<file path="config.mk">
export PLATFORM = sky130hd
export DESIGN_NAME = time_display_driver
export DESIGN_NICKNAME = d
export VERILOG_FILES = /design/src/rtl/clock_disp_pkg.sv /design/src/rtl/seg_encode.sv /design/src/rtl/time_display_driver.sv
export SDC_FILE = /design/constraint.sdc
export NUM_CORES = 1
export LEC_CHECK = 0
export BUFFER_PORTS_ARGS = -buffer_cell sky130_fd_sc_hd__buf_2
export CAP_MARGIN = 25
export CORE_ASPECT_RATIO = 0.7
export CORE_UTILIZATION = 45
export CTS_CLUSTER_DIAMETER = 80
export DETAILED_ROUTE_END_ITERATION = 10
export PLACE_DENSITY = 0.68
export SETUP_SLACK_MARGIN = 0.3
export SLEW_MARGIN = 20
export SYNTH_ARGS = -nofsm -noshare
export SYNTH_HDL_FRONTEND = slang
export SYNTH_HIERARCHICAL = 1
export SYNTH_SLANG_ARGS = --single-unit
</file>
<file path="constraint.sdc">
create_clock -name clk -period 2.5 [get_ports clk]
set_input_delay 0.25 -clock clk [delete_from_list [all_inputs] [get_ports clk]]
set_output_delay 0.25 -clock clk [all_outputs]
set_load 0.005 [all_outputs]
</file>
<file path="src/rtl/clock_disp_pkg.sv">
// Shared types, segment codes and helpers for the time display driver.
// Segment constants are stored in active-low form, bit6=g ... bit0=a.
package clock_disp_pkg;

    typedef enum logic [1:0] {
        IDLE  = 2'd0,
        CONV  = 2'd1,
        LATCH = 2'd2
    } dispState_e;

    localparam int CONV_CYCLES = 24;

    localparam logic [6:0] SEG_BLANK = 7'b1111111;
    localparam logic [6:0] SEG_DASH  = 7'b0111111;

    localparam logic [9:0][6:0] DIGIT_CODES = {
        7'b0010000,   // 9
        7'b0000000,   // 8
        7'b1111000,   // 7
        7'b0000010,   // 6
        7'b0010010,   // 5
        7'b0011001,   // 4
        7'b0110000,   // 3
        7'b0100100,   // 2
        7'b1111001,   // 1
        7'b1000000    // 0
    };

    function automatic logic [7:0] adjustHours(input logic [7:0] hrs, input logic mode12h);
        logic [7:0] result;
        result = hrs;
        if (mode12h) begin
            if (hrs == 8'd0) begin
                result = 8'd12;
            end else if (hrs >= 8'd13 && hrs <= 8'd23) begin
                result = hrs - 8'd12;
            end
        end
        return result;
    endfunction

    // Shift-add-3 correction applied to every BCD nibble before each shift.
    function automatic logic [11:0] dabbleAdjust(input logic [11:0] bcd);
        logic [11:0] result;
        result = bcd;
        for (int i = 0; i < 3; i++) begin
            if (result[4*i +: 4] >= 4'd5) begin
                result[4*i +: 4] = result[4*i +: 4] + 4'd3;
            end
        end
        return result;
    endfunction

endpackage

</file>
<file path="src/rtl/seg_encode.sv">
// Combinational BCD-to-seven-segment encoder with blank and dash overrides.
// Blank wins over dash; non-decimal nibbles also render blank.
module seg_encode
    import clock_disp_pkg::*;
#(
    parameter bit SEG_ACTIVE_LOW = 1'b1
) (
    input  logic [3:0] bcd_i,
    input  logic       blank_i,
    input  logic       dash_i,
    output logic [6:0] seg_o
);

    logic [6:0] codeLow;

    always_comb begin
        codeLow = SEG_BLANK;
        if (blank_i) begin
            codeLow = SEG_BLANK;
        end else if (dash_i) begin
            codeLow = SEG_DASH;
        end else if (bcd_i <= 4'd9) begin
            codeLow = DIGIT_CODES[bcd_i];
        end
        seg_o = SEG_ACTIVE_LOW ? codeLow : ~codeLow;
    end

endmodule

</file>
<file path="src/rtl/time_display_driver.sv">
// Serial binary-to-BCD display driver: snapshots sec/min/hrs, converts them
// with one shared double-dabble engine, and drives six registered digits.
module time_display_driver
    import clock_disp_pkg::*;
#(
    parameter bit SEG_ACTIVE_LOW = 1'b1,
    parameter bit BLANK_HR_LZ    = 1'b1
) (
    input  logic       clk,
    input  logic       reset,
    input  logic       tick_2hz,
    input  logic [7:0] sec,
    input  logic [7:0] min,
    input  logic [7:0] hrs,
    input  logic       mode_12h,
    input  logic       blink_min,
    input  logic       blink_hr,
    output logic [6:0] SEC_LSD,
    output logic [6:0] SEC_MSD,
    output logic [6:0] MIN_LSD,
    output logic [6:0] MIN_MSD,
    output logic [6:0] HR_LSD,
    output logic [6:0] HR_MSD,
    output logic       pm,
    output logic       upd
);

    localparam logic [6:0] BLANK_OUT = SEG_ACTIVE_LOW ? SEG_BLANK : ~SEG_BLANK;

    dispState_e state_q, state_d;

    logic [7:0]  snapSec_q, snapMin_q, snapHrs_q;
    logic        snapMode_q, snapPm_q;
    logic [4:0]  convCnt_q;
    logic [7:0]  shiftBin_q;
    logic [11:0] shiftBcd_q;
    logic [2:0][11:0] convRes_q;
    logic [2:0][11:0] dispBcd_q;
    logic        dispPm_q;
    logic        valid_q;
    logic        upd_q;
    logic        phase_q;
    logic [5:0][6:0] segOut_q;
    logic        pm_q;

    logic [7:0]  hrsAdj;
    logic        pmNow;
    logic        inputChanged;
    logic        startConv;
    logic        latchNow;
    logic        convDone;
    logic [1:0]  fieldIdx;
    logic [2:0]  bitIdx;
    logic [11:0] bcdAdj;
    logic [11:0] stepBcd;
    logic [7:0]  nextOperand;
    logic [5:0][6:0] segNext;

    // pm is tracked alongside hrs_adj because 1 and 13 share the same 12h value.
    assign hrsAdj       = adjustHours(hrs, mode_12h);
    assign pmNow        = mode_12h && (hrs >= 8'd12);
    assign inputChanged = {sec, min, hrsAdj, mode_12h, pmNow}
                       != {snapSec_q, snapMin_q, snapHrs_q, snapMode_q, snapPm_q};

    assign fieldIdx = convCnt_q[4:3];
    assign bitIdx   = convCnt_q[2:0];
    assign convDone = (convCnt_q == 5'(CONV_CYCLES - 1));
    assign bcdAdj   = dabbleAdjust(shiftBcd_q);
    assign stepBcd  = {bcdAdj[10:0], shiftBin_q[7]};

    always_ff @(posedge clk) begin
        if (reset) begin
            state_q <= IDLE;
        end else begin
            state_q <= state_d;
        end
    end

    always_comb begin
        state_d   = state_q;
        startConv = 1'b0;
        latchNow  = 1'b0;
        case (state_q)
            IDLE: begin
                if (inputChanged) begin
                    startConv = 1'b1;
                    state_d   = CONV;
                end
            end
            CONV: begin
                if (convDone) begin
                    state_d = LATCH;
                end
            end
            LATCH: begin
                latchNow = 1'b1;
                state_d  = IDLE;
            end
            default: state_d = IDLE;
        endcase
    end

    always_comb begin
        nextOperand = 8'd0;
        case (fieldIdx)
            2'd0:    nextOperand = snapMin_q;
            2'd1:    nextOperand = snapHrs_q;
            default: nextOperand = 8'd0;
        endcase
    end

    // One bit per cycle; the engine reloads with the next field after bit 7.
    always_ff @(posedge clk) begin
        if (reset) begin
            snapSec_q  <= 8'hFF;
            snapMin_q  <= 8'hFF;
            snapHrs_q  <= 8'hFF;
            snapMode_q <= 1'b1;
            snapPm_q   <= 1'b1;
            convCnt_q  <= '0;
            shiftBin_q <= '0;
            shiftBcd_q <= '0;
            convRes_q  <= '0;
        end else if (startConv) begin
            snapSec_q  <= sec;
            snapMin_q  <= min;
            snapHrs_q  <= hrsAdj;
            snapMode_q <= mode_12h;
            snapPm_q   <= pmNow;
            convCnt_q  <= '0;
            shiftBin_q <= sec;
            shiftBcd_q <= '0;
        end else if (state_q == CONV) begin
            convCnt_q <= convCnt_q + 5'd1;
            if (bitIdx == 3'd7) begin
                case (fieldIdx)
                    2'd0:    convRes_q[0] <= stepBcd;
                    2'd1:    convRes_q[1] <= stepBcd;
                    2'd2:    convRes_q[2] <= stepBcd;
                    default: ;
                endcase
                shiftBcd_q <= '0;
                shiftBin_q <= nextOperand;
            end else begin
                shiftBcd_q <= stepBcd;
                shiftBin_q <= {shiftBin_q[6:0], 1'b0};
            end
        end
    end

    always_ff @(posedge clk) begin
        if (reset) begin
            dispBcd_q <= '0;
            dispPm_q  <= 1'b0;
            valid_q   <= 1'b0;
            upd_q     <= 1'b0;
            phase_q   <= 1'b0;
        end else begin
            upd_q <= latchNow;
            if (latchNow) begin
                dispBcd_q <= convRes_q;
                dispPm_q  <= snapPm_q;
                valid_q   <= 1'b1;
            end
            if (tick_2hz) begin
                phase_q <= ~phase_q;
            end
        end
    end

    logic secDash, minDash, hrDash;
    logic secBlank, minBlank, hrBlank, hrLeadBlank;

    always_comb begin
        secDash     = dispBcd_q[0][11:8] != 4'd0;
        minDash     = dispBcd_q[1][11:8] != 4'd0;
        hrDash      = dispBcd_q[2][11:8] != 4'd0;
        secBlank    = !valid_q;
        minBlank    = !valid_q || (blink_min && phase_q);
        hrBlank     = !valid_q || (blink_hr && phase_q);
        hrLeadBlank = mode_12h && BLANK_HR_LZ && !hrDash && (dispBcd_q[2][7:4] == 4'd0);
    end

    seg_encode #(.SEG_ACTIVE_LOW(SEG_ACTIVE_LOW)) uSecLsd (
        .bcd_i(dispBcd_q[0][3:0]), .blank_i(secBlank), .dash_i(secDash), .seg_o(segNext[0])
    );
    seg_encode #(.SEG_ACTIVE_LOW(SEG_ACTIVE_LOW)) uSecMsd (
        .bcd_i(dispBcd_q[0][7:4]), .blank_i(secBlank), .dash_i(secDash), .seg_o(segNext[1])
    );
    seg_encode #(.SEG_ACTIVE_LOW(SEG_ACTIVE_LOW)) uMinLsd (
        .bcd_i(dispBcd_q[1][3:0]), .blank_i(minBlank), .dash_i(minDash), .seg_o(segNext[2])
    );
    seg_encode #(.SEG_ACTIVE_LOW(SEG_ACTIVE_LOW)) uMinMsd (
        .bcd_i(dispBcd_q[1][7:4]), .blank_i(minBlank), .dash_i(minDash), .seg_o(segNext[3])
    );
    seg_encode #(.SEG_ACTIVE_LOW(SEG_ACTIVE_LOW)) uHrLsd (
        .bcd_i(dispBcd_q[2][3:0]), .blank_i(hrBlank), .dash_i(hrDash), .seg_o(segNext[4])
    );
    seg_encode #(.SEG_ACTIVE_LOW(SEG_ACTIVE_LOW)) uHrMsd (
        .bcd_i(dispBcd_q[2][7:4]), .blank_i(hrBlank || hrLeadBlank), .dash_i(hrDash),
        .seg_o(segNext[5])
    );

    // Output stage refreshes every cycle so blink changes bypass the FSM.
    always_ff @(posedge clk) begin
        if (reset) begin
            segOut_q <= {6{BLANK_OUT}};
            pm_q     <= 1'b0;
        end else begin
            segOut_q <= segNext;
            pm_q     <= dispPm_q && mode_12h;
        end
    end

    assign SEC_LSD = segOut_q[0];
    assign SEC_MSD = segOut_q[1];
    assign MIN_LSD = segOut_q[2];
    assign MIN_MSD = segOut_q[3];
    assign HR_LSD  = segOut_q[4];
    assign HR_MSD  = segOut_q[5];
    assign pm      = pm_q;
    assign upd     = upd_q;

endmodule

</file>
==> results of run 1 <==
cell families after synthesis:
logic type | count (synthesis) | synth area share (%)
DFF | 172 | 41.1
buffers and inverters | 96 | 4.79
muxes | 34 | 4.08
adders and majority gates | 41 | 6.12
AOI/OAI and AO/OA | 222 | 18.2
xor gates and xnor gates | 29 | 3.03
and+or+nand+nor | 378 | 22.7
stage by stage:
stage / setup WS [ns] / utilization, % / area (sq um) / hold slack (ns) / TNS (ns)
2_1_floorplan: 0.300 / - / 8400 / 0.371 / 0
3_3_place_gp: 0.00214 / 49.9 / 9040 / 0.440 / 0
3_5_place_dp: -0.0733 / 49.9 / 9040 / 0.442 / -0.963
4_1_cts: 0.283 / 53.4 / 9660 / 0.0539 / 0
5_1_grt: 0.221 / 54.7 / 9900 / 0.115 / 0
6_report: 0.279 / 54.7 / 9900 / 0.0647 / 0
tightest hold or removal path, cell delays in order:
cell     delay (ns)
buf_2          0.08
xnor2_1        0.05
nor2_1         0.07
flip-flops by register name (all words and copies together), names as in the netlist, 2 cells and up:
| register | flops |
|---|---|
| SEC_MSD | 7 |
| HR_MSD | 7 |
| snapSec_q | 8 |
| MIN_LSD | 7 |
| MIN_MSD | 7 |
| dispBcd_q | 36 |
| shiftBin_q | 8 |
| convCnt_q | 5 |
| HR_LSD | 7 |
| SEC_LSD | 7 |
| state_q | 2 |
| convRes_q | 36 |
| shiftBcd_q | 12 |
| snapMin_q | 8 |
| snapHrs_q | 8 |
area by class of cell:
class	instances	share of cell area [%]
Multi-Input combinational cell	705	47.0
Sequential cell	172	34.9
Timing Repair Buffer	113	7.60
Clock buffer	22	4.69
Tap cell	236	2.98
Inverter	43	1.63
Clock inverter	10	1.18
path summary, 6_finish.rpt:
check / from / end / slack, ns / cells after the start
worst min register to register: dispBcd_q[21] / dispBcd_q[21] / 0.45 / 2
worst max-delay path: snapHrs_q[6] / snapMin_q[3] / 0.28 / 7
worst max register to register: snapHrs_q[6] / snapMin_q[3] / 0.28 / 7
worst min-delay path: tick_2hz / phase_q / 0.06 / 3
per-layer routing:
metal / vias up / wire, microns
li1: 3488 / -
met5: - / 0
met4: 0 / 216
met1: 3179 / 9410
met2: 151 / 7940
met3: 22 / 1130
power by group through the flow:
stage | combinational (mW) | sequential (mW) | clock (mW)
3_3_place_gp | 0.367 | 2.89 | 0
6_report | 0.437 | 2.84 | 2.61
4_1_cts | 0.384 | 2.83 | 2.66
3_5_place_dp | 0.372 | 2.90 | 0
5_1_grt | 0.473 | 2.84 | 2.77
2_1_floorplan | 0.258 | 2.88 | 0
placed cells by master, fill, tap and decap left out, types with 20 or more instances in the layout:
master | netlist | routed
dfxtp_1 | 172 | 164
ha_1 | 41 | 38
xor2_1 | 21 | 20
nand2_1 | 143 | 142
buf_4 | 0 | 33
mux2i_1 | 33 | 33
or2_2 | 43 | 43
nor2_1 | 93 | 92
a21oi_1 | 89 | 89
o21ai_0 | 27 | 21
inv_1 | 43 | 43
buf_2 | 6 | 72
o21ai_1 | 18 | 24
repair_timing:
| action | CTS | global route |
|---|---|---|
| pin swaps | 6 | 15 |
| cloned | 0 | 3 |
| hold buffers | 0 | 0 |
| endpoints found under the setup margin | 42 | 57 |
| resized for setup | 4 | 30 |
| setup buffers | 4 | 11 |
==> key figures, run 1 <==
Synth
  – Yosys reg bits: 172
  – Main flop type after synthesis: dfxtp_1
  – Post-synthesis sequential area ratio: 41.1%
  – Ranking of synthesized cells by area: dfxtp_1 41%, nand2_1 6.4%, ha_1 6.1%
  – Post-synth design cell area: 8380 sq um
  – Synth top cells by count: 172 x dfxtp_1, 143 x nand2_1, 93 x nor2_1
  – Library cells used by synthesis: 59
  – Syn nets: 1043
  – Top-area cell type share of the netlist area: 41.1%
  – Ys async rst share: 0%
  – Synth warnings: 6
  – Post-synth top area cell: dfxtp_1
  – Syn avg cell area: 8.62 sq um
  – Gate Count Post-Synth: just under 1000
  – Most common cell in the netlist: dfxtp_1
  – EDFF count, synth: 0

Worst setup path
  – WP data arrival: 2.57 ns
  – Critical Path RT: between 2 and 3 ns
  – CP max stage cell: or4_4
  – Crit Path Class: flop to flop
  – Family with the most delay on the worst path: simple AND/OR/NAND/NOR gates
  – CP max FO: 7
  – Max stage delay on crit path: between 0.4 and 0.5 ns
  – Critical-path cell list: xor2_1, or4_4, a2111oi_4, and3_4, a21oi_4, buf_12, mux2i_1
  – CP Capture Type: flop
  – CP startpoint kind: flop
  – Crit path buffers/inverters: 1

STA
  – Worst Tran Pin Value: 0.599 ns
  – Setup Skew: 0.00844 ns
  – Fmax: ~450 MHz
  – Period utilisation layout: between 80 and 90%
  – Worst relative slew slack: roughly 60%
  – # setup viols final: 0
  – Unrepaired setup endpoints after global routing: yes
  – Max Slew Vio Count: 0
  – Min Tclk post-route: ~2.2 ns
  – Final hold violation count: 0

Pwr
  – VDD IR max: between 400 and 500 uV
  – Flop pwr share: 48.2%
  – Leak Pwr: roughly 3.6 nW
  – Psw: between 1 and 1.5 mW
  – Clock power share: 44.4%
  – Power Internal: ~4.5 mW
  – Pwr dens: 595 nW/um^2
  – Final Power: 5.89 mW
  – Sw Share: 23.6%
  – Comb pwr share: about 7.4%

GRT
  – M3 GR Usage: between 5 and 6%
  – Vias in the first global route: 6177
  – GRT met2 Usage: 30.0%
  – First-pass GRT wire length: approximately 30 mm
  – Gr usage total: 20.0%
  – Initial antenna violation count: 0
  – Most Crowded Layer GR: met2
  – Global route overflow: 0
  – GR Layer Usage met1: about 28%
  – Largest net degree at the start of global routing: 93

Die
  – Chip Height: 116 microns
  – FP Rows: 41
  – Overall die width: 165 microns
  – Core area: 18100 sq um
  – Die ar.: 19200 sq um
  – IO Count: 74
  – Initial Util: about 46%

Placed design
  – Buffers on Ports: between 70 and 80
  – Placed Instances: 1251
  – Detail Placement HPWL: 12.4 mm
  – GP Congestion: 0.837

Finish
  – Layout cell share with drive strength beyond 1: 23.8%
  – Final nets: 1123
  – Area delta synth->final: 18.1%
  – Final Non-Filler Cells: between 1000 and 1500
  – # fillers: 1665
  – Multi-input combinational cell area: 4650 sq um
  – Register area: 3460 sq um
  – Ant diodes: 0

Clock tree
  – H-tree depth: 4
  – CTS Buf Count: 17
  – Clk sinks: 172
  – Clk_lat worst skew: ~0.43 ns
  – CTS max path bufs: 2
  – CTS tree: built
  – Clock transition at path regs: around 0.060 ns
  – Clk root buf: clkbuf_16

Route
  – Routed WL per cell: roughly 14 microns
  – DRT Wirelength: 18.7 mm
  – DRT antenna net count: 0
  – DR pass1 iterations: 5
  – Initial DRC count: roughly 500
  – DR vias/cell: 5.26
  – Via count: 6840
  – Drt drc: 0

Job
  – Max cap viols: 0

Worst hold path
  – Worst hold-check path type: primary input to flop

Outcome
  – Status: completed
No activity file was read; power rests on OpenSTA's default activity.
==> inputs of run 2 (changes only) <==
Settings changed: CORE_UTILIZATION 45 to 53, PLACE_DENSITY 0.68 to 0.78, SETUP_SLACK_MARGIN 0.3 to 0.02.
==> key figures, run 2 (synthesized netlist as in run 1, its figures left out) <==
STA
  – Worst Tran Pin Value: 0.696 ns
  – Final hold violation count: 0
  – Setup Skew: between 0.009 and 0.01 ns
  – Max Slew Vio Count: 0
  – Min Tclk post-route: 2.39 ns
  – Worst relative slew slack: 53.2%
  – Period utilisation layout: between 90% and 100%
  – # setup viols final: 0
  – Unrepaired setup endpoints after global routing: yes
  – Fmax: 418 MHz

Outcome
  – Status: complete, but fails checks
  – Failing checks: design-rule violations

Worst setup path
  – Register-to-register setup slack: 0.11 ns
  – Crit Path Class: flop to flop
  – WP data arrival: 2.75 ns
  – Reg2reg path depth: 9
  – Reg2reg start: snapSec_q[3]
  – CP max FO: 19
  – CP startpoint kind: flop
  – CP Capture Type: flop
  – Critical Path RT: 2.85 ns
  – R2R Path End: snapMin_q[4]

Worst hold path
  – Worst hold path depth: 3
  – Critical hold path startpoint: tick_2hz
  – Worst hold-check path type: primary input to flop
  – Hold Path Sink: phase_q

Clock tree
  – # Post-CTS Setup Buffers: 0
  – Clock transition at path regs: 0.06 ns
  – Clk_lat worst skew: between 0.4 and 0.5 ns
  – Clk root buf: clkbuf_16
  – CTS Buf Count: 17
  – CTS max path bufs: 2
  – Resize count post-CTS: 0
  – Clk sinks: between 150 and 200
  – Hold_buf cts: 0
  – H-tree depth: 4
  – CTS tree: built

Finish
  – Most frequent cells in the layout: 172 x dfxtp_1, 143 x nand2_1, 93 x nor2_1
  – Area delta synth->final: 14.8%
  – Biggest regs: convRes_q: 36 flops, dispBcd_q: 36 flops, shiftBcd_q: 12 flops
  – Final nets: 1107
  – Layout cell share with drive strength beyond 1: 20.6%
  – Commonest non-fill, non-tap cell in the layout: dfxtp_1
  – Design Area, Final: roughly 9600 sq um
  – # fillers: 1339
  – Final Non-Filler Cells: ~1200
  – Ant diodes: 0

Route
  – DR pass1 iterations: 10
  – Routed WL per cell: 14.6 microns
  – DR vias/cell: 5.52
  – DRT Wirelength: 18.2 mm
  – Drt drc: 8
  – DRT antenna net count: 0
  – Via count: 6878
  – Initial DRC count: approximately 590

Die
  – FP Rows: 38
  – Core area: 15500 sq um
  – Overall die width: between 150 and 200 microns
  – Die ar.: between 15000 and 20000 sq um
  – Chip Height: 107 microns
  – IO Count: 74
  – Initial Util: ~54%

GRT
  – Vias in the first global route: between 6000 and 7000
  – First-pass GRT wire length: about 31 mm
  – Gr usage total: 23.3%
  – Initial antenna violation count: 0
  – Largest net degree at the start of global routing: 88
  – Global route overflow: 0

Pwr
  – Leak Pwr: 3.52 nW
  – Final Power: 5.85 mW
  – VDD IR max: 371 uV
  – Pwr dens: 608 nW/um^2

Placed design
  – Placed Instances: 1217
  – GP Congestion: between 0.8 and 0.9
  – Detail Placement HPWL: 12.2 mm
  – Placed inst area: 9010 sq um
  – Buffers on Ports: between 70 and 80

Job
  – Max cap viols: 0
-- run 2: worst max-delay path, stage by stage (launching register included) --
cell and delay (ns):
dfxtp_1 0.32, xor2_1 0.17, nor4_2 0.29, buf_4 0.16
nand4_1 0.21, a2111oi_4 0.40, and3_4 0.27, a21oi_4 0.08
buf_12 0.18, mux2i_2 0.21
-- run 2: stage by stage --
stage | hold slack (ns) | TNS, ns | utilization [%] | setup slack, ns
3_3_place_gp | 0.439 | 0 | 58.3 | 0.00725
3_5_place_dp | 0.443 | -0.547 | 58.3 | -0.107
5_1_grt | 0.0702 | 0 | 62.3 | 0.0101
2_1_floorplan | 0.371 | 0 | - | 0.191
4_1_cts | 0.0473 | 0 | 62.1 | 0.0709
6_report | 0.0584 | 0 | 62.3 | 0.107
-- run 2: worst max path at each step --
stage	slack, ns	from	end
2_1_floorplan	0.19	hrs[4]	snapMin_q[1]
3_3_place_gp	0.007	hrs[2]	shiftBin_q[6]
3_5_place_dp	-0.11	hrs[2]	shiftBin_q[7]
4_1_cts	0.07	snapMin_q[6]	shiftBin_q[7]
5_1_grt	0.01	convCnt_q[0]	shiftBin_q[3]
6_report	0.11	snapSec_q[3]	snapMin_q[4]
-- run 2: power breakdown --
group | total [mW] | switching [mW] | internal [mW]
clock network | 2.63 | 1.04 | 1.58
registers | 2.84 | 0.0475 | 2.79
logic | 0.388 | 0.233 | 0.156
total | 5.85 | 1.32 | 4.53
-- run 2: layout make-up --
class | count | area [sq um] | area share (%)
Tap cell | 200 | 250 | 2.60
Sequential cell | 172 | 3440 | 35.8
Clock buffer | 23 | 498 | 5.18
Clock inverter | 7 | 87.6 | 0.911
Inverter | 43 | 161 | 1.68
Timing Repair Buffer | 98 | 609 | 6.33
Multi-Input combinational cell | 704 | 4570 | 47.5
-- run 2: per-layer routing --
| layer | part of all wire (%) | track usage [%] | vias up |
|---|---|---|---|
| met5 | 0 | 0 | - |
| met4 | 2.1 | 9.84 | 0 |
| met3 | 5.7 | 4.73 | 34 |
| met2 | 43 | 34.8 | 201 |
| met1 | 49 | 32.7 | 3194 |
| li1 | - | - | 3449 |
==> inputs of run 3 (changes only) <==
Settings changed: RECOVER_POWER from default to 50.
==> key figures, run 3 (synthesized netlist as in run 1, its figures left out) <==
STA
  – Setup TNS: 0 ns
  – Worst Tran Pin Value: about 1.2 ns
  – Worst relative slew slack: 20.9%
  – Setup Skew: 0.00861 ns
  – Unrepaired setup endpoints after global routing: yes
  – Worst Hold Slack: 0.0586 ns
  – Period utilisation layout: a little over nine tenths
  – Fmax: 418 MHz
  – Max Slew Vio Count: 0
  – Final hold violation count: 0
  – Min Tclk post-route: 2.39 ns
  – # setup viols final: 0

Job
  – Max cap viols: 0

Worst setup path
  – CP max stage cell: a2111oi_4
  – Reg2reg path depth: 9
  – Critical-path cell list: xor2_1, nor4_2, buf_4, nand4_1, a2111oi_4, and3_4, a21oi_4, buf_12, mux2i_2
  – CP max FO: 19
  – Max stage delay on crit path: 0.40 ns
  – Crit Path Class: flop to flop
  – Critical Path Start: snapSec_q[3]
  – Register-to-register setup slack: 0.11 ns
  – CP startpoint kind: flop
  – R2R Path End: snapMin_q[4]
  – Family with the most delay on the worst path: simple AND/OR/NAND/NOR gates
  – CP Capture Type: flop
  – WP data arrival: between 2 and 3 ns
  – Crit path buffers/inverters: 2
  – Reg2reg start: snapSec_q[3]
  – Critical Path RT: roughly 2.9 ns

Clock tree
  – H-tree depth: 4
  – CTS Buf Count: 17
  – # Post-CTS Setup Buffers: 0
  – Clk root buf: clkbuf_16
  – Clk sinks: 172
  – Hold_buf cts: 0
  – Clock transition at path regs: approximately 0.060 ns
  – CTS tree: built
  – Clk_lat worst skew: 0.44 ns
  – CTS max path bufs: 2

Worst hold path
  – Hold Path Sink: phase_q
  – Worst hold path depth: 3
  – Worst hold-check path type: primary input to flop
  – Critical hold path startpoint: tick_2hz

GRT
  – Initial antenna violation count: 0
  – Gr usage total: 23.3%
  – Global route overflow: 0
  – Largest net degree at the start of global routing: 88
  – First-pass GRT wire length: 30.5 mm
  – Vias in the first global route: 6261

Pwr
  – Final Power: 5.85 mW
  – Pwr dens: 614 nW/um^2
  – Leak Pwr: 3.47 nW
  – VDD IR max: 371 uV

Die
  – Core area: 15500 sq um
  – Overall die width: about 150 microns
  – FP Rows: 38
  – IO Count: 74
  – Die ar.: about 16000 sq um
  – Initial Util: 54.2%
  – Chip Height: about 110 microns

Route
  – DRT antenna net count: 0
  – Drt drc: 8
  – DRT Wirelength: 18.3 mm
  – DR pass1 iterations: 9
  – Initial DRC count: 611
  – Via count: 6872
  – Routed WL per cell: 14.6 microns
  – DR vias/cell: 5.51

Finish
  – Most frequent cells in the layout: 172 x dfxtp_1, 143 x nand2_1, 93 x nor2_1
  – Layout cell share with drive strength beyond 1: 17.8%
  – Final nets: ~1100
  – Util after Layout: between 60 and 70%
  – Ant diodes: 0
  – Design Area, Final: 9530 sq um
  – Biggest regs: convRes_q: 36 flops, dispBcd_q: 36 flops, shiftBcd_q: 12 flops
  – Area delta synth->final: 13.7%
  – Commonest non-fill, non-tap cell in the layout: dfxtp_1

Placed design
  – Buffers on Ports: 73
  – Placed inst area: 9010 sq um
  – Detail Placement HPWL: around 12 mm
  – GP Congestion: between 0.8 and 0.9

Outcome
  – Status: complete, but fails checks
  – Failing checks: design-rule violations
## run 3: changes by cell type in the layout (fill, tap and decap cells not counted), sizes merged
cell    previous run  this run
buf               98        69
clkbuf            23        52
## run 3: worst reg2reg max path, delay by kind of cell, from the launching register on
family                 cells  cell delay, ns
AO/OA/AOI/OAI              2            0.48
flip-flops                 1            0.32
buffers and inverters      2            0.34
XOR/XNOR                   1            0.17
AND/OR/NAND/NOR            3            0.79
multiplexers               1            0.21
## run 3: worst max path at each step
stage	slack, ns	endpoint	cells after the start
6_report	0.11	snapMin_q[4]	9
3_3_place_gp	0.007	shiftBin_q[6]	9
3_5_place_dp	-0.11	shiftBin_q[7]	9
5_1_grt	0.01	shiftBin_q[3]	9
4_1_cts	0.07	shiftBin_q[7]	8
2_1_floorplan	0.19	snapMin_q[1]	9
## run 3: layout make-up
class	count	area, sq um
multi-input combinational	704	4530
clock buffer	23	498
inverter	43	161
sequential	172	3440
clock inverter	7	87.6
fill	1356	5930
tap	200	250
timing repair buffer	98	553
## run 3: power breakdown
group          internal, mW  switching (mW)
Sequential             2.79          0.0475
Clock                  1.58            1.04
Combinational         0.152           0.233
## run 3: through the flow
step                      setup slack (ns)  instances
after floorplan                      0.191        972
after global placement             0.00725       1217
after detailed placement            -0.107       1217
after CTS                           0.0709       1247
after global routing                0.0107       1247
final                                0.105       1247
## run 3: metal layers
metal	track usage, %	wire length (microns)	share of wire (%)	vias up
met2	34.8	7830	43	203
li1	-	-	-	3449
met1	32.7	8990	49	3188
met3	4.73	1090	6.0	32
met4	9.84	363	2.0	0
met5	0	0	0	-
## run 3: what timing repair did
item / 4_1_cts / 5_1_grt
endpoints found under the setup margin: 0 / 15
endpoints found under the hold margin: 0 / 0
resized for setup: 0 / 4
